File: config.mk
export PLATFORM = sky130hd
export DESIGN_NAME = top
export DESIGN_NICKNAME = d
export VERILOG_FILES = /design/src/rtl/top_pkg.sv /design/src/rtl/adc_clk_gen.sv /design/src/rtl/top.sv
export SDC_FILE = /design/constraint.sdc
export NUM_CORES = 1
export LEC_CHECK = 0
export CORE_MARGIN = 2
export CORE_UTILIZATION = 30
export CTS_BUF_LIST = sky130_fd_sc_hd__clkbuf_8
export CTS_CLUSTER_DIAMETER = 80
export DETAILED_ROUTE_END_ITERATION = 7
export PLACE_DENSITY_LB_ADDON = 0.3
export SYNTH_ARGS = -nofsm -noshare
export SYNTH_HDL_FRONTEND = slang
export SYNTH_HIERARCHICAL = 1
export SYNTH_SLANG_ARGS = --single-unit
export TNS_END_PERCENT = 50
File: constraint.sdc
create_clock -name clock_in -period 2.6 [get_ports clock_in]
set_input_delay 0.52 -clock clock_in [delete_from_list [all_inputs] [get_ports clock_in]]
set_output_delay 0.52 -clock clock_in [all_outputs]
set_load 0.005 [all_outputs]
File: src/rtl/top_pkg.sv
// Shared constants and FSM state type for the serial ADC frame reader.
package top_pkg;

    localparam int unsigned ADC_FRAME_BITS = 16;
    localparam int unsigned ADC_DATA_BITS  = 12;
    localparam int unsigned ADC_LEAD_ZEROS = 4;

    localparam int unsigned BIT_CNT_W   = 5;
    localparam int unsigned QUIET_CNT_W = 10;
    localparam int unsigned DIV_CNT_W   = 8;
    localparam int unsigned SYNC_STAGES = 2;

    typedef enum logic {
        QUIET = 1'b0,
        FRAME = 1'b1
    } adc_state_e;

endpackage

File: src/rtl/adc_clk_gen.sv
// ADC serial clock divider: idles high while disabled, toggles every CLK_DIV
// cycles while enabled, and flags the cycle in which each edge is launched.
module adc_clk_gen
    import top_pkg::*;
#(
    parameter int unsigned CLK_DIV = 4
) (
    input  logic i_clk,
    input  logic i_rst_n,
    input  logic i_en,
    output logic o_adc_clk,
    output logic o_rise_c,
    output logic o_fall_c
);

    localparam logic [DIV_CNT_W-1:0] DIV_LAST = DIV_CNT_W'(CLK_DIV - 1);

    logic [DIV_CNT_W-1:0] r_div;
    logic                 r_adc_clk;
    logic                 w_toggle;

    // Strobes are high in the cycle before the registered level changes.
    assign w_toggle  = i_en && (r_div == DIV_LAST);
    assign o_rise_c  = w_toggle && !r_adc_clk;
    assign o_fall_c  = w_toggle && r_adc_clk;
    assign o_adc_clk = r_adc_clk;

    always_ff @(posedge i_clk or negedge i_rst_n) begin
        if (!i_rst_n) begin
            r_div     <= '0;
            r_adc_clk <= 1'b1;
        end else if (!i_en) begin
            r_div     <= '0;
            r_adc_clk <= 1'b1;
        end else if (w_toggle) begin
            r_div     <= '0;
            r_adc_clk <= ~r_adc_clk;
        end else begin
            r_div     <= r_div + DIV_CNT_W'(1);
        end
    end

endmodule

File: src/rtl/top.sv
// Free-running serial ADC reader: QUIET/FRAME sequencer, adc_sd synchronizer
// and 16-bit capture shift register feeding a registered 12-bit sample.
module top
    import top_pkg::*;
#(
    parameter int unsigned CLK_DIV    = 4,
    parameter int unsigned QUIET_CLKS = 16
) (
    input  logic                     clock_in,
    input  logic                     reset,
    output logic                     adc_cs,
    output logic                     adc_clk,
    input  logic                     adc_sd,
    output logic [ADC_DATA_BITS-1:0] sample,
    output logic                     sample_valid
);

    localparam logic [QUIET_CNT_W-1:0] QUIET_LAST = QUIET_CNT_W'(QUIET_CLKS - 1);
    localparam logic [BIT_CNT_W-1:0]   BIT_LAST   = BIT_CNT_W'(ADC_FRAME_BITS - 1);
    localparam logic [BIT_CNT_W-1:0]   BIT_SAT    = BIT_CNT_W'(ADC_FRAME_BITS);

    adc_state_e                r_state;
    adc_state_e                w_state_nxt;
    logic [QUIET_CNT_W-1:0]    r_quiet_cnt;
    logic [BIT_CNT_W-1:0]      r_bit_cnt;
    logic [SYNC_STAGES-1:0]    r_sd_sync;
    logic [SYNC_STAGES-1:0]    r_rise_d;
    logic [SYNC_STAGES:0]      r_last_d;
    logic [ADC_FRAME_BITS-1:0] r_shift;
    logic                      r_adc_cs;
    logic [ADC_DATA_BITS-1:0]  r_sample;
    logic                      r_sample_valid;

    logic w_frame_en;
    logic w_rise;
    logic w_fall;
    logic w_last_rise;
    logic w_adc_clk;
    logic w_unused;

    assign w_frame_en  = (r_state == FRAME);
    assign w_last_rise = w_rise && (r_bit_cnt == BIT_LAST);

    adc_clk_gen #(
        .CLK_DIV (CLK_DIV)
    ) u_adc_clk_gen (
        .i_clk     (clock_in),
        .i_rst_n   (reset),
        .i_en      (w_frame_en),
        .o_adc_clk (w_adc_clk),
        .o_rise_c  (w_rise),
        .o_fall_c  (w_fall)
    );

    // Leading frame bits are dropped unchecked; the fall strobe is not needed here.
    assign w_unused = ^{w_fall, r_shift[ADC_FRAME_BITS-1 -: ADC_LEAD_ZEROS]};

    always_ff @(posedge clock_in or negedge reset) begin
        if (!reset) begin
            r_state <= QUIET;
        end else begin
            r_state <= w_state_nxt;
        end
    end

    always_comb begin
        w_state_nxt = r_state;
        case (r_state)
            QUIET:   if (r_quiet_cnt == QUIET_LAST) w_state_nxt = FRAME;
            FRAME:   if (w_last_rise)               w_state_nxt = QUIET;
            default: w_state_nxt = QUIET;
        endcase
    end

    // Quiet-gap timer and saturating rising-edge counter.
    always_ff @(posedge clock_in or negedge reset) begin
        if (!reset) begin
            r_quiet_cnt <= '0;
            r_bit_cnt   <= '0;
        end else begin
            if ((r_state == QUIET) && (w_state_nxt == QUIET)) begin
                r_quiet_cnt <= r_quiet_cnt + QUIET_CNT_W'(1);
            end else begin
                r_quiet_cnt <= '0;
            end

            if (r_state != FRAME) begin
                r_bit_cnt <= '0;
            end else if (w_rise && (r_bit_cnt != BIT_SAT)) begin
                r_bit_cnt <= r_bit_cnt + BIT_CNT_W'(1);
            end
        end
    end

    // The rise strobe is delayed by the synchronizer depth so each shift takes
    // the adc_sd value that was present at the rising adc_clk edge; the sample
    // commits one cycle after the last shift.
    always_ff @(posedge clock_in or negedge reset) begin
        if (!reset) begin
            r_sd_sync <= '0;
            r_rise_d  <= '0;
            r_last_d  <= '0;
            r_shift   <= '0;
        end else begin
            r_sd_sync <= {r_sd_sync[SYNC_STAGES-2:0], adc_sd};
            r_rise_d  <= {r_rise_d[SYNC_STAGES-2:0], w_rise};
            r_last_d  <= {r_last_d[SYNC_STAGES-1:0], w_last_rise};
            if (r_rise_d[SYNC_STAGES-1]) begin
                r_shift <= {r_shift[ADC_FRAME_BITS-2:0], r_sd_sync[SYNC_STAGES-1]};
            end
        end
    end

    always_ff @(posedge clock_in or negedge reset) begin
        if (!reset) begin
            r_adc_cs       <= 1'b1;
            r_sample       <= '0;
            r_sample_valid <= 1'b0;
        end else begin
            r_adc_cs       <= (w_state_nxt != FRAME);
            r_sample_valid <= r_last_d[SYNC_STAGES];
            if (r_last_d[SYNC_STAGES]) begin
                r_sample <= r_shift[ADC_DATA_BITS-1:0];
            end
        end
    end

    assign adc_cs       = r_adc_cs;
    assign adc_clk      = w_adc_clk;
    assign sample       = r_sample;
    assign sample_valid = r_sample_valid;

endmodule

==> metrics.md, run 1 <==
| Metric | Value |
|---|---|
| Status | `finished, final reports clean` |
| Post-CTS Resized | `0` |
| Aggregate global-route resource usage | `10.38%` |
| Final max-slew violation count | `0` |
| Post-Syn Nets | `about 200` |
| Worst-path fanout max | `5` |
| Max stage delay on crit path | `roughly 0.48 ns` |
| Post-Place Setup Slack | `between 0.4 and 0.5 ns` |
| Die width | `around 93 µm` |
| Critical-path top delay cell | `or4b_4` |
| Post-DP HPWL | `around 2600 µm` |
| Placed Area | `2693 µm²` |
| Pwr dens | `approximately 560 nW/µm²` |
| Final nets | `between 200 and 250` |
| H-Tree Depth | `3` |
| CP Cell Sequence | `ha_1, or4b_4, nor4_1, inv_1, or3_1, a21oi_1` |
| Num CTS Buffers | `9` |
| Clock Tree Root | `clkbuf_8` |
| Final ANT Viol Nets | `0` |
| Postcts setup bufs | `0` |
| Avg Cell Area, Syn | `approximately 13 µm²` |
| Area growth from synthesis to layout | `19.63%` |
| Core footprint | `between 7000 and 8000 µm²` |
| First-pass DRT Iterations | `4` |
| FILL cells | `slightly below 800` |
| Share of cells above drive strength 1 | `a little under a quarter` |
| Maximum vdd drop | `approximately 0.0003 V` |
| Worst slew pin tran | `0.5928 ns` |
| Longest Clk Path Bufs | `2` |
| DR vias/cell | `~4.7` |
| Final worst slack | `approximately 0.44 ns` |
| Port Buf Inserts | `17` |
| Commonest non-fill, non-tap cell in the layout | `dfrtp_1` |
| CTS tree | `done` |
| Vias in the first global route | `roughly 1,500` |
| Wire per inst | `between 10 and 15 µm` |
| LEAKAGE | `approximately 1.3 nW` |
| Starting Density | `30.85%` |
| Die height | `93.14 µm` |
| Slew headroom | `60.12%` |
| Hold Violations, Final | `0` |
| Largest net degree at the start of global routing | `27` |
| Clock transition at path regs | `roughly 0.070 ns` |
| Row count | `32` |
| Worst setup EP type | `flop` |
| GR Overflow Total | `0` |
| Post-Synthesis Cells | `190` |
| Yosys warns | `6` |
| Class of the most critical setup path | `reg2reg` |
| Setup Skew | `roughly 0.0063 ns` |
| Via count | `1,513` |
| Worst min path class | `in2async` |
| RSZ-0062 raised after global routing | `false` |
| Buf+Inv Stages, Crit Path | `1` |
| Final Cell Area | `around 2900 µm²` |
| Required time of the critical path | `roughly 2.9 ns` |
| Clock latency on the worst-skew pair | `roughly 0.33 ns` |
| Antenna fix cells | `0` |
| Final setup vio count | `0` |
| CP Depth | `6` |
| Reg2reg setup slack | `roughly 0.44 ns` |
| DRC violations left | `0` |
| Fmax | `~460 MHz` |
| Initial DRC Count | `38` |
| GPL Wtd Cong | `0.7433` |
| Reg2Reg Depth | `6` |
| Hold-fix buffer count after cts | `0` |
| Setup crit start kind | `flop` |
| Initial antenna violation count | `0` |
| Detailed Route WL | `about 3900 µm` |
| Leading cell types in the layout, fill and taps excluded | `56 x dfrtp_1, 24 x mux2_2, 16 x clkdlybuf4s50_1, 12 x inv_1, 12 x nor2_1` |
| Setup TNS Final | `0 ns` |
| Tcrit/Tclk final | `~83%` |
| Family with the most delay on the worst path | `simple AND/OR/NAND/NOR gates` |
| Arr. time, crit path | `around 2.4 ns` |
| MaxCap Viol Count | `0` |
| # clock sinks | `just under 60` |
| Num ports | `18` |
| Die area | `8674 µm²` |
| First-pass GRT wire length | `approximately 6900 µm` |
| Post-route minimum period | `about 2.2 ns` |
| Cell Area, Synth | `roughly 2400 µm²` |
| Hold_ws | `0.1728 ns` |
flip-flops by register name (all words and copies together), names as in the netlist:
signal and count:
r_rise_d 2, r_sd_sync 2, r_shift 12, u_adc_clk_gen/o_adc_clk 1, adc_cs 1, r_last_d 3
r_state 1, sample 12, r_bit_cnt 5, r_quiet_cnt 10, sample_valid 1, u_adc_clk_gen/r_div 8
layer usage:
layer  GRT usage (%)  wire length [µm]
met1           13.17              1879
met2           15.40              1781
met3           4.351               174
met4           4.779                70
met5               0                 0
path summary, 6_finish.rpt:
path | start | endpoint
worst min register to register | r_last_d[1] | r_last_d[2]
worst max-delay path | u_adc_clk_gen/r_div[0] | r_bit_cnt[0]
min in group clock_in | r_last_d[1] | r_last_d[2]
worst min-delay path | reset | sample[6]
max in group asynchronous | reset | u_adc_clk_gen/o_adc_clk
worst max register to register | u_adc_clk_gen/r_div[0] | r_bit_cnt[0]
layout make-up:
class / count / area (µm²) / area share (%)
clock buffer: 9 / 123.9 / 4.344
multi-input combinational: 117 / 870.8 / 30.54
sequential: 58 / 1454 / 50.99
tap: 102 / 127.6 / 4.476
timing repair buffer: 21 / 195.2 / 6.845
inverter: 12 / 45.04 / 1.580
clock inverter: 6 / 35.03 / 1.229
report_power, final:
group          switching, W  internal (W)
sequential       0.00000229      0.000907
combinational     0.0000183    0.00000601
clock              0.000344      0.000332
through the flow:
step           instances  power (W)  utilization [%]
3_5_place_dp         310  0.0009521            34.84
5_1_grt              325   0.001693            36.90
2_1_floorplan        190  0.0009275                -
4_1_cts              325   0.001651            36.90
3_3_place_gp         310  0.0009515            34.84
6_report             325   0.001610            36.90
No activity file was read; power rests on OpenSTA's default activity.
==> run 2, diff against run 1 <==
==> constraint.sdc (replaced) <==
create_clock -name clock_in -period 1.83 [get_ports clock_in]
set_input_delay 0.366 -clock clock_in [delete_from_list [all_inputs] [get_ports clock_in]]
set_output_delay 0.366 -clock clock_in [all_outputs]
set_load 0.005 [all_outputs]
==> run 2 against run 1 <==
  * Die area unchanged
  * Register-to-register slack lost 0.42 ns
  * Total power grew 54%
  * Hold slack worse by 0.15 ns
  * Final cell count is 2.5% higher
  * Clock-buffer cell count grew 1
  * Utilization rose by 1.7 points
  * Non-clock buffer count grew 7
  * Critical path depth is the same
  * Fmax increased by 20%
  * Wire length is 0.92% higher
  * Highest routed layer unchanged
==> metrics.md, run 2 (synthesized netlist as in run 1, its figures left out) <==
| Metric | Value |
|---|---|
| Final max-slew violation count | `0 (unchanged)` |
| Class of the most critical setup path | `reg2reg` |
| GR Overflow Total | `0 (unchanged)` |
| First-pass GRT wire length | `7258 µm (+5.2%)` |
| Detailed Route WL | `3941 µm (+0.92%)` |
| Starting Density | `30.85% (unchanged)` |
| RSZ-0062 raised after global routing | `true` |
| Status | `finished, final reports clean` |
| Slew headroom | `64.62% (+4.5 points)` |
| Port Buf Inserts | `17 (unchanged)` |
| Required time of the critical path | `2.09 ns (-0.77 ns)` |
| H-Tree Depth | `3 (unchanged)` |
| Core footprint | `7727 µm² (unchanged)` |
| First-pass DRT Iterations | `4 (unchanged)` |
| MaxCap Viol Count | `0 (unchanged)` |
| Antenna fix cells | `0 (unchanged)` |
| Share of cells above drive strength 1 | `28.14% (+4.4 points)` |
| Row count | `32 (unchanged)` |
| Setup crit start kind | `flop` |
| Die width | `93.14 µm (unchanged)` |
| Clock Tree Root | `clkbuf_8` |
| Worst min path class | `in2async` |
| Final nets | `235 (+3.1%)` |
| Multi-input logic area | `898.4 µm² (+3.2%)` |
| GPL Wtd Cong | `0.7262 (-2.3%)` |
| Clock power share | `46.6% (+4.6 points)` |
| Sw frac | `21.39% (-1.3 points)` |
| Fmax | `554.5 MHz (+20%)` |
| Clock transition at path regs | `0.07 ns (about the same)` |
| Die height | `93.14 µm (unchanged)` |
| Fin util | `38.60% (+1.7 points)` |
| Leading cell types in the layout, fill and taps excluded | `56 x dfrtp_1, 24 x mux2_2, 15 x clkdlybuf4s50_1, 12 x inv_1, 12 x nor2_1` |
| Register area | `1454 µm² (unchanged)` |
| DRC violations left | `0 (unchanged)` |
| Final setup vio count | `0 (unchanged)` |
| Via count | `1,549 (+2.4%)` |
| Final ANT Viol Nets | `0 (unchanged)` |
| Aggregate global-route resource usage | `10.96% (+0.57 points)` |
| Final Cell Area | `2983 µm² (+4.6%)` |
| CTS tree | `done` |
| FILL cells | `764 (-0.78%)` |
| Comb pwr share | `1.4% (about the same)` |
| Placed Area | `2774 µm² (+3.0%)` |
| NetSw | `0.0005317 W (+46%)` |
| Commonest non-fill, non-tap cell in the layout | `dfrtp_1` |
| Pwr dens | `833.2 nW/µm² (+48%)` |
| Internal | `0.001954 W (+57%)` |
| Post-route minimum period | `1.803 ns (-0.3519 ns)` |
| DR vias/cell | `4.652 (about the same)` |
| Hold-fix buffer count after cts | `0 (unchanged)` |
| Maximum vdd drop | `0.0006412 V (+110%)` |
| Arr. time, crit path | `2.07 ns (-0.34 ns)` |
| Worst-path fanout max | `5 (unchanged)` |
| Vias in the first global route | `1,585 (+7.8%)` |
| Num CTS Buffers | `9 (unchanged)` |
| Longest Clk Path Bufs | `2 (unchanged)` |
| Largest net degree at the start of global routing | `59 (+120%)` |
| Tcrit/Tclk final | `98.55% (+16 points)` |
| Clock latency on the worst-skew pair | `0.34 ns (about the same)` |
| Initial DRC Count | `66 (+74%)` |
| # clock sinks | `58 (unchanged)` |
| Worst slew pin tran | `0.5306 ns (-0.06216 ns)` |
| LEAKAGE | `1.361 nW (+4.9%)` |
| Setup Skew | `0.008423 ns (+0.002159 ns)` |
| Post-DP HPWL | `2561 µm (-2.5%)` |
| Die area | `8674 µm² (unchanged)` |
| Area growth from synthesis to layout | `25.14%` |
| Hold Violations, Final | `0 (unchanged)` |
| Hold_ws | `0.01882 ns (-0.1540 ns)` |
| Register share of total power | `51.9% (-4.6 points)` |
| Worst setup EP type | `flop` |
| Initial antenna violation count | `0 (unchanged)` |
| Wire per inst | `11.83 µm (-1.5%)` |
| Num ports | `18 (unchanged)` |
==> run 2: final timing paths <==
path,endpoint,slack (ns),from,cells past startpoint
worst max-delay path,r_bit_cnt[0],0.03,u_adc_clk_gen/r_div[1],6
worst min-delay path,sample[6],0.02,reset,2
worst max register to register,r_bit_cnt[0],0.03,u_adc_clk_gen/r_div[1],6
worst min register to register,r_rise_d[1],0.34,r_rise_d[0],0
max in group asynchronous,u_adc_clk_gen/o_adc_clk,1.50,reset,2
min in group clock_in,r_rise_d[1],0.34,r_rise_d[0],0
==> run 2: power by group through the flow <==
stage / combinational (W) / sequential, W / clock (W)
6_report: 0.0000357 / 0.00129 / 0.00116
5_1_grt: 0.0000432 / 0.00129 / 0.00127
3_5_place_dp: 0.0000388 / 0.00131 / 0
2_1_floorplan: 0.00000390 / 0.00131 / 0
3_3_place_gp: 0.0000393 / 0.00131 / 0
4_1_cts: 0.0000390 / 0.00129 / 0.00121
==> run 2: repair_timing <==
action                     4_1_cts  5_1_grt
gates resized for setup          0        3
setup endpoints to repair        0        6
buffers inserted                 0        1
==> run 2: final cells by class <==
type                    count  area share (%)
multi-input cells         117           30.12
well taps                 102           4.279
clock inverters             6           1.930
clock buffers              10           4.614
repair buffers             28           8.809
inverters                  12           1.510
flip-flops and latches     58           48.74
==> run 2: stage by stage <==
stage               total power (W)  TNS (ns)  cells  setup WS (ns)
floorplan                  0.001318  -0.08016    190       -0.08016
detailed placement         0.001353         0    316        0.01713
finish                     0.002485         0    333        0.02653
global route               0.002604   -0.1672    333       -0.07876
CTS                        0.002539         0    332        0.01813
global placement           0.001354         0    316        0.04843
==> run 2: routing by layer <==
| layer | share of wire, % | wire length (µm) | global-route usage (%) |
|---|---|---|---|
| met5 | 0 | 0 | 0 |
| met4 | 1.7 | 67 | 3.676 |
| met3 | 5.3 | 210 | 5.560 |
| met2 | 46 | 1805 | 17.45 |
| met1 | 47 | 1858 | 12.83 |
==> run 2: worst max-delay path, stage by stage (launching register included) <==
cell	delay, ns
dfrtp_1	0.36
ha_2	0.18
or4b_4	0.48
nor4_4	0.18
inv_2	0.10
or3_1	0.33
a21oi_2	0.11
==> run 3, diff against run 2 <==
--- a/config.mk
+++ b/config.mk
@@ -6,10 +6,11 @@
 export NUM_CORES = 1
 export LEC_CHECK = 0
 export CORE_MARGIN = 2
-export CORE_UTILIZATION = 30
+export CORE_UTILIZATION = 45
 export CTS_BUF_LIST = sky130_fd_sc_hd__clkbuf_8
 export CTS_CLUSTER_DIAMETER = 80
 export DETAILED_ROUTE_END_ITERATION = 7
+export HOLD_SLACK_MARGIN = 0.08
 export PLACE_DENSITY_LB_ADDON = 0.3
 export SYNTH_ARGS = -nofsm -noshare
 export SYNTH_HDL_FRONTEND = slang
==> run 3 against run 2 <==
  * The flow now finishes with violations (setup timing)
  * Final cell count fell by 9.6%
  * Sequential cell count did not move
  * Design area fell by 1.2%
  * Combinational power rose by 3%
  * Sequential power barely moved
  * Register-to-register slack got worse by 0.07 ns
  * Worst setup slack got worse by 0.067 ns
  * Clock skew barely moved
  * Critical path type unchanged
  * Sequential share of layout area rose by 0.58 points
  * Utilization rose by 19 points
  * Wire length rose by 0.81%
  * Largest cell class unchanged
  * Critical endpoint is now r_bit_cnt[3]
  * Via count fell by 0.26%
==> metrics.md, run 3 (synthesized netlist as in run 1, its figures left out) <==
| Metric | Value |
|---|---|
| MaxCap Viol Count | `0 (unchanged)` |
| Multi-input logic area | `894.6 µm² (-0.42%)` |
| Commonest non-fill, non-tap cell in the layout | `dfrtp_1` |
| Post-route minimum period | `1.871 ns (+0.06744 ns)` |
| Min-delay src | `r_last_d[1]` |
| Final nets | `235 (unchanged)` |
| Hold Violations, Final | `0 (unchanged)` |
| Required time of the critical path | `2.05 ns (-0.04 ns)` |
| Clock transition at path regs | `0.07 ns (about the same)` |
| Family with the most delay on the worst path | `simple AND/OR/NAND/NOR gates` |
| CTS tree | `done` |
| GR Overflow Total | `0 (unchanged)` |
| Comb pwr share | `1.5% (about the same)` |
| Num ports | `18 (unchanged)` |
| RSZ-0062 raised after global routing | `true` |
| Pwr dens | `850.0 nW/µm² (+2.0%)` |
| Final ANT Viol Nets | `0 (unchanged)` |
| Origin of the worst setup path | `u_adc_clk_gen/r_div[1]` |
| Leading cell types in the layout, fill and taps excluded | `56 x dfrtp_1, 24 x mux2_2, 16 x clkdlybuf4s50_1, 12 x nor2_1` |
| Clock power share | `47.0% (+0.4 points)` |
| Placed Area | `2726 µm² (-1.7%)` |
| Final worst slack | `-0.04091 ns (-0.06744 ns)` |
| Maximum vdd drop | `0.0003732 V (-42%)` |
| First-pass GRT wire length | `7196 µm (-0.85%)` |
| Final setup vio count | `2 (+2)` |
| Hold_ws | `0.3540 ns (+0.3351 ns)` |
| Register share of total power | `51.5% (-0.4 points)` |
| Num CTS Buffers | `9 (unchanged)` |
| Setup Skew | `0.008721 ns (+0.0002980 ns)` |
| Pwr Total | `0.002506 W (+0.82%)` |
| Class of the most critical setup path | `reg2reg` |
| Critical-path top delay cell | `or4b_4` |
| Slew headroom | `63.40% (-1.2 points)` |
| RR Startpoint | `u_adc_clk_gen/r_div[1]` |
| Share of cells above drive strength 1 | `27.71% (-0.43 points)` |
| Failing checks | `setup timing` |
| Register area | `1454 µm² (unchanged)` |
| Fmax | `534.5 MHz (-3.6%)` |
| Post-CTS Resized | `0 (unchanged)` |
| Internal | `0.001964 W (+0.50%)` |
| Status | `finished with violations` |
| First-pass DRT Iterations | `4 (unchanged)` |
| Arr. time, crit path | `2.09 ns (+0.02 ns)` |
| Clock Tree Root | `clkbuf_8` |
| Aggregate global-route resource usage | `15.89% (+4.9 points)` |
| Setup TNS Final | `-0.06251 ns (-0.06251 ns)` |
| Max stage delay on crit path | `0.50 ns (+0.02 ns)` |
| Vias in the first global route | `1,602 (+1.1%)` |
| Worst min path class | `reg2reg` |
| Worst setup EP type | `flop` |
| Clock latency on the worst-skew pair | `0.33 ns (about the same)` |
| Final max-slew violation count | `0 (unchanged)` |
| Area growth from synthesis to layout | `23.67%` |
| Die height | `76.78 µm (-18%)` |
| LEAKAGE | `1.350 nW (-0.77%)` |
| Tcrit/Tclk final | `102.2% (+3.7 points)` |
| Setup crit start kind | `flop` |
| H-Tree Depth | `3 (unchanged)` |
| Via count | `1,545 (-0.26%)` |
| Largest net degree at the start of global routing | `42 (-29%)` |
| Die area | `5895 µm² (-32%)` |
| Initial antenna violation count | `0 (unchanged)` |
| NetSw | `0.0005422 W (+2.0%)` |
| Port Buf Inserts | `17 (unchanged)` |
| GPL Wtd Cong | `0.7711 (+6.2%)` |
| Antenna fix cells | `0 (unchanged)` |
| Starting Density | `46.67% (+16 points)` |
| Initial DRC Count | `52 (-21%)` |
| Detailed Route WL | `3973 µm (+0.81%)` |
| Row count | `26 (-19%)` |
| Die width | `76.78 µm (-18%)` |
| DR vias/cell | `5.133 (+10%)` |
| Wire per inst | `13.20 µm (+12%)` |
| Worst slew pin tran | `0.5490 ns (+0.01833 ns)` |
| Core footprint | `5107 µm² (-34%)` |
| Worst-path fanout max | `6 (+1)` |
| FILL cells | `445 (-42%)` |
| DRC violations left | `0 (unchanged)` |
| Longest Clk Path Bufs | `2 (unchanged)` |
| # clock sinks | `58 (unchanged)` |
| Final Cell Area | `2948 µm² (-1.2%)` |
| CP Cell Sequence | `ha_2, or4b_4, nor4_4, buf_4, nand4_1, xor2_1, nor2_1` |
| Post-DP HPWL | `2630 µm (+2.7%)` |
| Sw frac | `21.64% (+0.25 points)` |
| Buf+Inv Stages, Crit Path | `1 (unchanged)` |
[run 3: power groups by stage]
stage	sequential [W]	combinational [W]	clock, W
after floorplan	0.00131	0.00000390	0
after global placement	0.00131	0.0000383	0
after detailed placement	0.00131	0.0000379	0
after CTS	0.00129	0.0000397	0.00122
after global routing	0.00129	0.0000437	0.00127
final	0.00129	0.0000368	0.00118
[run 3: per-layer routing]
metal	vias to the layer above	track usage, %	share of wire, %
met5	-	0	0
met4	0	10.73	1.5
met3	4	5.059	2.8
met2	15	24.04	49
met1	780	19.41	47
li1	746	-	-
[run 3: final cells by class]
| class | count | share of cell area, % |
|---|---|---|
| Clock buffer | 10 | 4.669 |
| Clock inverter | 6 | 2.250 |
| Inverter | 12 | 1.528 |
| Multi-Input combinational cell | 117 | 30.35 |
| Sequential cell | 58 | 49.32 |
| Tap cell | 70 | 2.971 |
| Timing Repair Buffer | 28 | 8.913 |
[run 3: metrics by stage]
stage / utilization, % / setup slack, ns / cells
6_report: 57.72 / -0.04091 / 301
5_1_grt: 57.72 / -0.1140 / 301
4_1_cts: 57.72 / -0.03450 / 301
3_5_place_dp: 53.38 / -0.04251 / 283
3_3_place_gp: 53.38 / 0.03533 / 283
2_1_floorplan: - / -0.08016 / 190
[run 3: repair_timing]
action,CTS,global route
endpoints found under the hold margin,16,0
buffers inserted,1,0
setup endpoints to repair,2,7
hold buffers,1,0
[run 3: path summary, 6_finish.rpt]
kind                                          end  slack (ns)  cells after the start
max                                  r_bit_cnt[3]       -0.04                      7
min in group asynchronous  u_adc_clk_gen/r_div[7]        0.49                      2
max reg2reg                          r_bit_cnt[3]       -0.04                      7
min reg2reg                           r_last_d[2]        0.35                      0
max in group asynchronous                  adc_cs        0.75                      3
min                                   r_last_d[2]        0.35                      0
